--- config.mk ---
export PLATFORM = sky130hd
export DESIGN_NAME = stream_pattern_monitor
export DESIGN_NICKNAME = d
export VERILOG_FILES = /design/src/rtl/stream_mon_pkg.sv /design/src/rtl/pattern_matcher.sv /design/src/rtl/stream_pattern_monitor.sv
export SDC_FILE = /design/constraint.sdc
export NUM_CORES = 1
export LEC_CHECK = 0
export CELL_PAD_IN_SITES_DETAIL_PLACEMENT = 1
export CELL_PAD_IN_SITES_GLOBAL_PLACEMENT = 1
export CORE_ASPECT_RATIO = 0.5
export CORE_MARGIN = 3
export CORE_UTILIZATION = 43
export CTS_CLUSTER_SIZE = 28
export DETAILED_ROUTE_END_ITERATION = 8
export PLACE_DENSITY = 0.88
export SKIP_CTS_REPAIR_TIMING = 1
export SYNTH_ARGS = -nofsm -noshare
export SYNTH_HDL_FRONTEND = slang
export SYNTH_SLANG_ARGS = --single-unit
--- constraint.sdc ---
create_clock -name clk -period 2.8 [get_ports clk]
set_input_delay 0.56 -clock clk [delete_from_list [all_inputs] [get_ports clk]]
set_output_delay 0.56 -clock clk [all_outputs]
set_load 0.005 [all_outputs]
--- src/rtl/stream_mon_pkg.sv ---
// -----------------------------------------------------------------------------
// stream_mon_pkg
// Shared types and default constants for the stream pattern monitor.
//   det_state_t  : detection FSM state (IDLE -> FILL -> RUN)
//   DEF_PAT_W    : default pattern length in bits
//   DEF_PATTERN  : default pattern, MSB is the oldest bit
//   DEF_WINDOW   : default number of qualified samples per report window
// -----------------------------------------------------------------------------
package stream_mon_pkg;

   typedef enum logic [1:0] {
      IDLE,
      FILL,
      RUN
   } det_state_t;

   localparam int                    DEF_PAT_W   = 4;
   localparam logic [DEF_PAT_W-1:0]  DEF_PATTERN = 4'b1011;
   localparam int                    DEF_WINDOW  = 16;

endpackage

--- src/rtl/pattern_matcher.sv ---
// -----------------------------------------------------------------------------
// pattern_matcher
// Serial bit-pattern detector with overlapping matches. Holds the sample
// history, runs the IDLE/FILL/RUN detection FSM and drives the registered
// match pulse.
// Ports:
//   clk     in  : rising-edge clock
//   reset   in  : asynchronous, active-low reset
//   din     in  : serial data bit
//   din_en  in  : sample qualifier, din consumed only when 1
//   hit     out : combinational match of the sample being taken this cycle
//   match   out : registered one-cycle pulse, one cycle after the sample
// -----------------------------------------------------------------------------
module pattern_matcher
   import stream_mon_pkg::*;
#(
   parameter int               PAT_W   = DEF_PAT_W,
   parameter logic [PAT_W-1:0] PATTERN = DEF_PATTERN
) (
   input  logic clk,
   input  logic reset,
   input  logic din,
   input  logic din_en,
   output logic hit,
   output logic match
);

   // fill_cnt_q counts samples taken while in FILL (1 .. PAT_W-1).
   localparam int               FILL_W    = $clog2(PAT_W);
   localparam logic [FILL_W-1:0] LAST_FILL = FILL_W'(PAT_W - 1);

   det_state_t        state_q;
   logic [FILL_W-1:0] fill_cnt_q;
   // Only the newest PAT_W-1 bits need storing: the oldest bit of the full
   // history falls off in the same shift that the comparison looks at.
   logic [PAT_W-2:0]  hist_q, hist_d;
   logic              match_q, match_d;
   logic [PAT_W-1:0]  hist_new;
   logic              armed;

   // NOTE: every signal written here gets a value on every path first, so
   // no latch can be inferred.
   always_comb begin
      hist_new = {hist_q, din};
      // The PAT_W-th sample after reset is the first that may complete a match.
      armed    = (state_q == RUN) || ((state_q == FILL) && (fill_cnt_q == LAST_FILL));
      hit      = din_en && armed && (hist_new == PATTERN);
      hist_d   = din_en ? hist_new[PAT_W-2:0] : hist_q;
      match_d  = hit;
   end

   // NOTE: state elements are updated only with non-blocking assignments so
   // every flop samples the pre-edge value of every other flop.
   always_ff @(posedge clk or negedge reset) begin
      if (!reset) begin
         state_q    <= IDLE;
         fill_cnt_q <= '0;
         hist_q     <= '0;
         match_q    <= 1'b0;
      end else begin
         hist_q  <= hist_d;
         match_q <= match_d;
         if (din_en) begin
            case (state_q)
               IDLE: begin
                  state_q    <= FILL;
                  fill_cnt_q <= FILL_W'(1);
               end
               FILL: begin
                  if (fill_cnt_q == LAST_FILL) state_q <= RUN;
                  else                         fill_cnt_q <= fill_cnt_q + FILL_W'(1);
               end
               RUN:     state_q <= RUN;
               default: state_q <= IDLE;
            endcase
         end
      end
   end

   assign match = match_q;

endmodule

--- src/rtl/stream_pattern_monitor.sv ---
// -----------------------------------------------------------------------------
// stream_pattern_monitor
// Counts pattern matches in the serial stream over fixed windows of qualified
// samples and offers each window count over a valid/ready handshake. A count
// that finds the report slot still occupied is dropped and flags overrun.
// Optional build macro STREAM_MON_RUNLEN_EN adds max_run, the longest run of
// consecutive 1s in the window, reported alongside rpt_count.
// Ports:
//   clk        in  : rising-edge clock
//   reset      in  : asynchronous, active-low reset
//   din        in  : serial data bit
//   din_en     in  : sample qualifier
//   match      out : registered one-cycle pulse per detected pattern
//   rpt_valid  out : window count available
//   rpt_ready  in  : downstream accepts the count
//   rpt_count  out : matches in the completed window
//   overrun    out : sticky, a window count was dropped
//   clear      in  : synchronous clear of overrun (a same-cycle set wins)
//   max_run    out : (STREAM_MON_RUNLEN_EN only) longest 1-run in the window
// -----------------------------------------------------------------------------
module stream_pattern_monitor
   import stream_mon_pkg::*;
#(
   parameter int               PAT_W   = DEF_PAT_W,
   parameter logic [PAT_W-1:0] PATTERN = DEF_PATTERN,
   parameter int               WINDOW  = DEF_WINDOW,
   parameter int               CNT_W   = $clog2(WINDOW + 1)
) (
   input  logic             clk,
   input  logic             reset,
   input  logic             din,
   input  logic             din_en,
   output logic             match,
   output logic             rpt_valid,
   input  logic             rpt_ready,
   output logic [CNT_W-1:0] rpt_count,
   output logic             overrun,
   input  logic             clear
`ifdef STREAM_MON_RUNLEN_EN
   ,
   output logic [CNT_W-1:0] max_run
`endif
);

   localparam int               SAMP_W   = $clog2(WINDOW);
   localparam logic [SAMP_W-1:0] SAMP_END = SAMP_W'(WINDOW - 1);
   localparam logic [CNT_W-1:0]  CNT_MAX  = {CNT_W{1'b1}};

   logic              hit;
   logic [SAMP_W-1:0] samp_cnt_q,  samp_cnt_d;
   logic [CNT_W-1:0]  match_cnt_q, match_cnt_d;
   logic              rpt_valid_q, rpt_valid_d;
   logic [CNT_W-1:0]  rpt_count_q, rpt_count_d;
   logic              overrun_q,   overrun_d;
   logic [CNT_W-1:0]  final_cnt;
   logic              win_end, load;
`ifdef STREAM_MON_RUNLEN_EN
   logic [CNT_W-1:0]  run_cnt_q, run_cnt_d;
   logic [CNT_W-1:0]  run_max_q, run_max_d;
   logic [CNT_W-1:0]  max_run_q, max_run_d;
   logic [CNT_W-1:0]  run_new, run_peak;
`endif

   pattern_matcher #(
      .PAT_W   (PAT_W),
      .PATTERN (PATTERN)
   ) u_matcher (
      .clk    (clk),
      .reset  (reset),
      .din    (din),
      .din_en (din_en),
      .hit    (hit),
      .match  (match)
   );

   always_comb begin
      win_end   = din_en && (samp_cnt_q == SAMP_END);
      // The match completed by the window's last sample belongs to that window.
      final_cnt = match_cnt_q;
      if (hit && (match_cnt_q != CNT_MAX)) final_cnt = match_cnt_q + CNT_W'(1);
      // A slot being drained this cycle is free for the new count.
      load      = win_end && (!rpt_valid_q || rpt_ready);

      samp_cnt_d  = samp_cnt_q;
      match_cnt_d = match_cnt_q;
      if (din_en) begin
         samp_cnt_d  = win_end ? '0 : samp_cnt_q + SAMP_W'(1);
         match_cnt_d = win_end ? '0 : final_cnt;
      end

      rpt_valid_d = rpt_valid_q && !rpt_ready;
      rpt_count_d = rpt_count_q;
      if (load) begin
         rpt_valid_d = 1'b1;
         rpt_count_d = final_cnt;
      end

      if (win_end && !load) overrun_d = 1'b1;
      else if (clear)       overrun_d = 1'b0;
      else                  overrun_d = overrun_q;

`ifdef STREAM_MON_RUNLEN_EN
      run_new   = '0;
      if (din) run_new = (run_cnt_q == CNT_MAX) ? CNT_MAX : run_cnt_q + CNT_W'(1);
      run_peak  = (run_new > run_max_q) ? run_new : run_max_q;
      run_cnt_d = run_cnt_q;
      run_max_d = run_max_q;
      if (din_en) begin
         // Runs never carry into the next window.
         run_cnt_d = win_end ? '0 : run_new;
         run_max_d = win_end ? '0 : run_peak;
      end
      max_run_d = load ? run_peak : max_run_q;
`endif
   end

   always_ff @(posedge clk or negedge reset) begin
      if (!reset) begin
         samp_cnt_q  <= '0;
         match_cnt_q <= '0;
         rpt_valid_q <= 1'b0;
         rpt_count_q <= '0;
         overrun_q   <= 1'b0;
`ifdef STREAM_MON_RUNLEN_EN
         run_cnt_q   <= '0;
         run_max_q   <= '0;
         max_run_q   <= '0;
`endif
      end else begin
         samp_cnt_q  <= samp_cnt_d;
         match_cnt_q <= match_cnt_d;
         rpt_valid_q <= rpt_valid_d;
         rpt_count_q <= rpt_count_d;
         overrun_q   <= overrun_d;
`ifdef STREAM_MON_RUNLEN_EN
         run_cnt_q   <= run_cnt_d;
         run_max_q   <= run_max_d;
         max_run_q   <= max_run_d;
`endif
      end
   end

   assign rpt_valid = rpt_valid_q;
   assign rpt_count = rpt_count_q;
   assign overrun   = overrun_q;
`ifdef STREAM_MON_RUNLEN_EN
   assign max_run   = max_run_q;
`endif

endmodule

==> reports/summary.txt, run 1 <==
Run status -> finished, final reports clean
MaxCap Viol Count -> 0
Synth cell types -> 33
Worst r2r src -> match_cnt_q[0]$_DFFE_PN0P_
Synth area leaders -> dfrtp_1 50%, ha_1 7.3%, mux2_2 4.7%
Placed insts -> 157
DRT iter0 DRCs -> 71
Fill cells -> 276
Post-synth top cells -> 24 x dfrtp_1, 8 x inv_1, 7 x ha_1, 7 x nand2_1, 7 x o21ai_0
Share of the synthesized area in the top cell type -> 0.499
CP required -> 2.95 ns
Startpoint Class -> flip-flop
HPWL after DPL -> 1850 µm
Die area -> 0.00351 mm²
Post-Layout Inst Area -> 0.00144 mm²
PD cells -> 764 mW/mm²
Global-route wire length before repair -> 4770 µm
Die X -> 80.8 µm
GRT overflow -> 0
DP Area -> 0.00139 mm²
Largest net degree at the start of global routing -> 25
Ys flop type -> dfrtp_1
DR vias/cell -> 5.48
Rows -> 12
CTS tree -> done
EDFF count, synth -> 0
Launch point of the worst path -> match_cnt_q[0]$_DFFE_PN0P_
Gpl congestion -> 0.772
Gr usage total -> 0.182
Antenna Nets Post-Route -> 0
Fin util -> 0.593
Area of the multi-input gates -> 553 µm²
Non-Filler Instances -> 161
Worst setup path class -> flip-flop to flip-flop
Worst slew pin tran -> 0.582 ns
Final Max Tran Viols -> 0
Hold Path Depth -> 2
CP arrival -> 2.42 ns
Max Freq -> 0.440 GHz
Crit share post-route -> 0.811
IO Pins -> 14
Pwr Total -> 1.10 mW
Cell accounting for the most synthesized area -> dfrtp_1
Clk Latency, worst-skew pair -> 0.27 ns
DR vias -> 883
Peak VDD IR -> 0.423 mV
Synthesis Warnings -> 0
RSZ-0062 raised after global routing -> no
Layout area overhead -> 20.0%
Ys async rst share -> 1.00
Critical Path Fanout Max -> 5
Share of post-route cells with drive strength above 1 -> 0.127
Core area -> 0.00243 mm²
Initial Util -> 0.494
Worst r2r path cells -> 6
Clock sinks -> 24
Diode count -> 0
DR WL/cell -> 16.1 µm
Area of the mapped netlist -> 0.00120 mm²
Nets -> 140
CTS root buffer -> clkbuf_8
Seq. cell area -> 601 µm²
Initial antenna violation count -> 0
Drt drc -> 0
Vias in the first global route -> 986
Number of buffers created by CTS -> 3
Setup TNS -> 0 ns
Hold Startpoint -> rpt_count[3]$_DFFE_PN0P_
Worst-path clk slew -> 0.09 ns
Hold/Removal Path Class -> flip-flop to flip-flop
Count leader, synth -> dfrtp_1
Sequential area share after synthesis -> 0.499
Post-Synthesis Cells -> 109
Max Clock Skew -> 0.00296 ns
Max clock buf depth -> 2
Syn Area/Cell -> 11.0 µm²
Synth Net Count -> 122
PortBufs -> 13
Leakage power -> 0.645 nW
#FFs+latches synth -> 24
Final Hold Fails -> 0
Routed wire length -> 2600 µm
Final setup viols -> 0
Final min period -> 2.27 ns
CTS H-Tree Depth -> 1
Slew headroom -> 0.608
Drt pass-1 iters -> 4
Height of the die -> 43.4 µm
Worst Setup End Kind -> flip-flop
-- metal layers --
layer | track usage | vias up | wire, µm
li1 | - | 423 | -
met1 | 0.233 | 447 | 1230
met2 | 0.317 | 11 | 1280
met3 | 0.0436 | 2 | 68
met4 | 0.0370 | 0 | 22
met5 | 0 | - | 0
-- flip-flops by register name, indices dropped and copies added (netlist names) --
register and cells:
samp_cnt_q 4, rpt_valid 1, u_matcher.fill_cnt_q 2, match_cnt_q 5
rpt_count 5, u_matcher.state_q 2, u_matcher.hist_q 3, overrun 1
u_matcher.match 1
-- through the flow --
step / hold slack (ns) / setup slack, ns
CTS: 0.527 / 0.532
finish: 0.526 / 0.528
floorplan: 0.264 / 0.762
global route: 0.544 / 0.337
global placement: 0.489 / 0.498
detailed placement: 0.495 / 0.449
-- layout by cell type (no fill, tap or decap), types with 3 or more instances in the layout --
master           synthesis  layout
nor2_1                   4       4
clkbuf_8                 0       4
nand2_1                  7       7
xnor2_1                  3       3
clkdlybuf4s50_1          0      13
mux2_2                   5       5
nand2b_1                 3       3
buf_4                    0       4
a21oi_1                  6       6
o21ai_0                  7       7
dfrtp_1                 24      24
inv_1                    8       8
ha_1                     7       7
a31oi_1                  4       4
-- final cells by class --
class | instances | area share
Sequential cell | 24 | 0.416
Multi-Input combinational cell | 73 | 0.383
Timing Repair Buffer | 17 | 0.111
Clock buffer | 4 | 0.0382
Tap cell | 35 | 0.0304
Inverter | 8 | 0.0208
-- worst max-delay path, stage by stage (launching register included) --
cell     delay (ns)
dfrtp_1        0.45
ha_1           0.27
and3_1         0.21
ha_1           0.24
nor4_4         0.42
o21ai_0        0.22
mux2_1         0.34
-- path summary, 6_finish.rpt --
check,to,slack [ns]
setup / recovery,match_cnt_q[0]$_DFFE_PN0P_,0.53
hold / removal,rpt_count[3]$_DFFE_PN0P_,0.53
setup reg to reg,match_cnt_q[0]$_DFFE_PN0P_,0.53
hold reg to reg,rpt_count[3]$_DFFE_PN0P_,0.53
max in group asynchronous,u_matcher.hist_q[2]$_DFFE_PN0P_,1.91
min in group asynchronous,samp_cnt_q[1]$_DFFE_PN0P_,0.64
-- logic make-up (layout without fill, tap and decap cells) --
group / after synthesis / after routing / share of synthesized area
muxes: 8 / 8 / 0.0728
DFF: 24 / 24 / 0.499
AOI/OAI and AO/OA: 25 / 25 / 0.126
xor gates and xnor gates: 3 / 3 / 0.0219
adders and majority gates: 7 / 7 / 0.0728
and+or+nand+nor: 30 / 30 / 0.166
buffers and inverters: 12 / 29 / 0.0406
-- report_power, final --
| part | leakage, nW | internal [mW] | switching [mW] |
|---|---|---|---|
| Combinational | 0.309 | 0.185 | 0.172 |
| Sequential | 0.307 | 0.436 | 0.0713 |
| Clock | 0.0288 | 0.126 | 0.112 |
No activity file was read; power rests on OpenSTA's default activity.
==> inputs of run 2 (changes only) <==
- clock period: 2.8 -> 2.3 ns (I/O delays scaled with it)
==> run 2 against run 1 <==
Compared with the run above: global-route usage up 2.1 points; flip-flop and latch count unchanged; worst hold slack worse by 0.00086 ns; highest routed layer unchanged.
==> reports/summary.txt, run 2 (synthesis gave the netlist of run 1 again) <==
Launch point of the worst path -> match_cnt_q[0]$_DFFE_PN0P_
HPWL after DPL -> 2150 µm
Drt drc -> 0
CP arrival -> 2.34 ns
Max Freq -> 0.458 GHz
Layout area overhead -> 22.7%
Worst setup path class -> flip-flop to flip-flop
PD cells -> 938 mW/mm²
Peak VDD IR -> 0.486 mV
Antenna Nets Post-Route -> 0
Fin util -> 0.606
Worst-path clk slew -> 0.08 ns
IO Pins -> 14
Final setup viols -> 0
Hold Path Depth -> 1
Hold/Removal Path Class -> flip-flop to flip-flop
Die X -> 80.8 µm
Core area -> 0.00243 mm²
Commonest non-fill, non-tap cells in the layout -> 24 x dfrtp_1, 13 x clkdlybuf4s50_1, 8 x inv_1
DR WL/cell -> 19.3 µm
Die area -> 0.00351 mm²
Run status -> finished, final reports clean
Vias in the first global route -> 1011
Worst r2r src -> match_cnt_q[0]$_DFFE_PN0P_
Max Clock Skew -> 0.00420 ns
CTS tree -> done
Final Hold Fails -> 0
CTS root buffer -> clkbuf_8
DRT iter0 DRCs -> 101
Final Max Tran Viols -> 0
Nets -> 143
Global-route wire length before repair -> 5280 µm
CTS H-Tree Depth -> 1
Pwr Total -> 1.38 mW
GRT overflow -> 0
MaxCap Viol Count -> 0
Gr usage total -> 0.203
Rows -> 12
Initial antenna violation count -> 0
Critical Path Fanout Max -> 5
Clk Latency, worst-skew pair -> 0.27 ns
Routed wire length -> 3170 µm
Largest net degree at the start of global routing -> 25
Hold Startpoint -> samp_cnt_q[3]$_DFFE_PN0P_
Drt pass-1 iters -> 4
PortBufs -> 13
DR vias -> 942
Crit share post-route -> 0.949
Height of the die -> 43.4 µm
Worst reg-to-reg setup slack -> 0.12 ns
Commonest non-fill, non-tap cell in the layout -> dfrtp_1
Worst Setup End Kind -> flip-flop
CP required -> 2.45 ns
Worst r2r path cells -> 6
Number of buffers created by CTS -> 3
Slew headroom -> 0.722
Diode count -> 0
Worst slew pin tran -> 0.413 ns
Initial Util -> 0.494
Max clock buf depth -> 2
Share of post-route cells with drive strength above 1 -> 0.163
Clock sinks -> 24
RSZ-0062 raised after global routing -> no
DR vias/cell -> 5.74
Gpl congestion -> 0.807
Leakage power -> 0.662 nW
Final min period -> 2.18 ns
Startpoint Class -> flip-flop
-- run 2: report_power, final --
group / total (mW) / leakage [nW] / switching [mW] / internal [mW]
combinational: 0.472 / 0.326 / 0.229 / 0.243
clock: 0.288 / 0.0288 / 0.135 / 0.153
sequential: 0.625 / 0.307 / 0.0935 / 0.531
-- run 2: area by class of cell --
class	count	area, µm²
inverter	8	30.0
fill	270	957
timing repair buffer	20	183
sequential	24	601
tap	35	43.8
multi-input combinational	73	563
clock buffer	4	55.1
-- run 2: metrics by stage --
step / cell area (µm²) / TNS [ns] / setup WS, ns / std cells / hold WS (ns)
2_1_floorplan: 1200 / 0 / 0.262 / 109 / 0.164
3_3_place_gp: 1410 / 0 / 0.125 / 160 / 0.472
3_5_place_dp: 1410 / 0 / 0.0170 / 160 / 0.511
4_1_cts: 1470 / -0.0830 / -0.0659 / 164 / 0.523
5_1_grt: 1480 / 0 / 0.0294 / 164 / 0.570
6_report: 1480 / 0 / 0.117 / 164 / 0.525
-- run 2: per-layer routing --
| layer | global-route usage | routed length [µm] |
|---|---|---|
| met1 | 0.260 | 1340 |
| met2 | 0.342 | 1610 |
| met3 | 0.0498 | 216 |
| met4 | 0.0673 | 10 |
| met5 | 0 | 0 |
-- run 2: final timing paths --
kind	end
max	rpt_count[2]$_DFFE_PN0P_
min	samp_cnt_q[3]$_DFFE_PN0P_
max reg2reg	rpt_count[2]$_DFFE_PN0P_
min reg2reg	samp_cnt_q[3]$_DFFE_PN0P_
max in group asynchronous	u_matcher.hist_q[0]$_DFFE_PN0P_
min in group asynchronous	u_matcher.fill_cnt_q[0]$_DFFE_PN0P_
-- run 2: worst max-delay path, cell delays in order (launching register included) --
cell      delay [ns]
dfrtp_1         0.41
ha_1            0.25
and3_1          0.22
ha_1            0.25
or4_4           0.61
o211ai_1        0.23
nand3_1         0.10
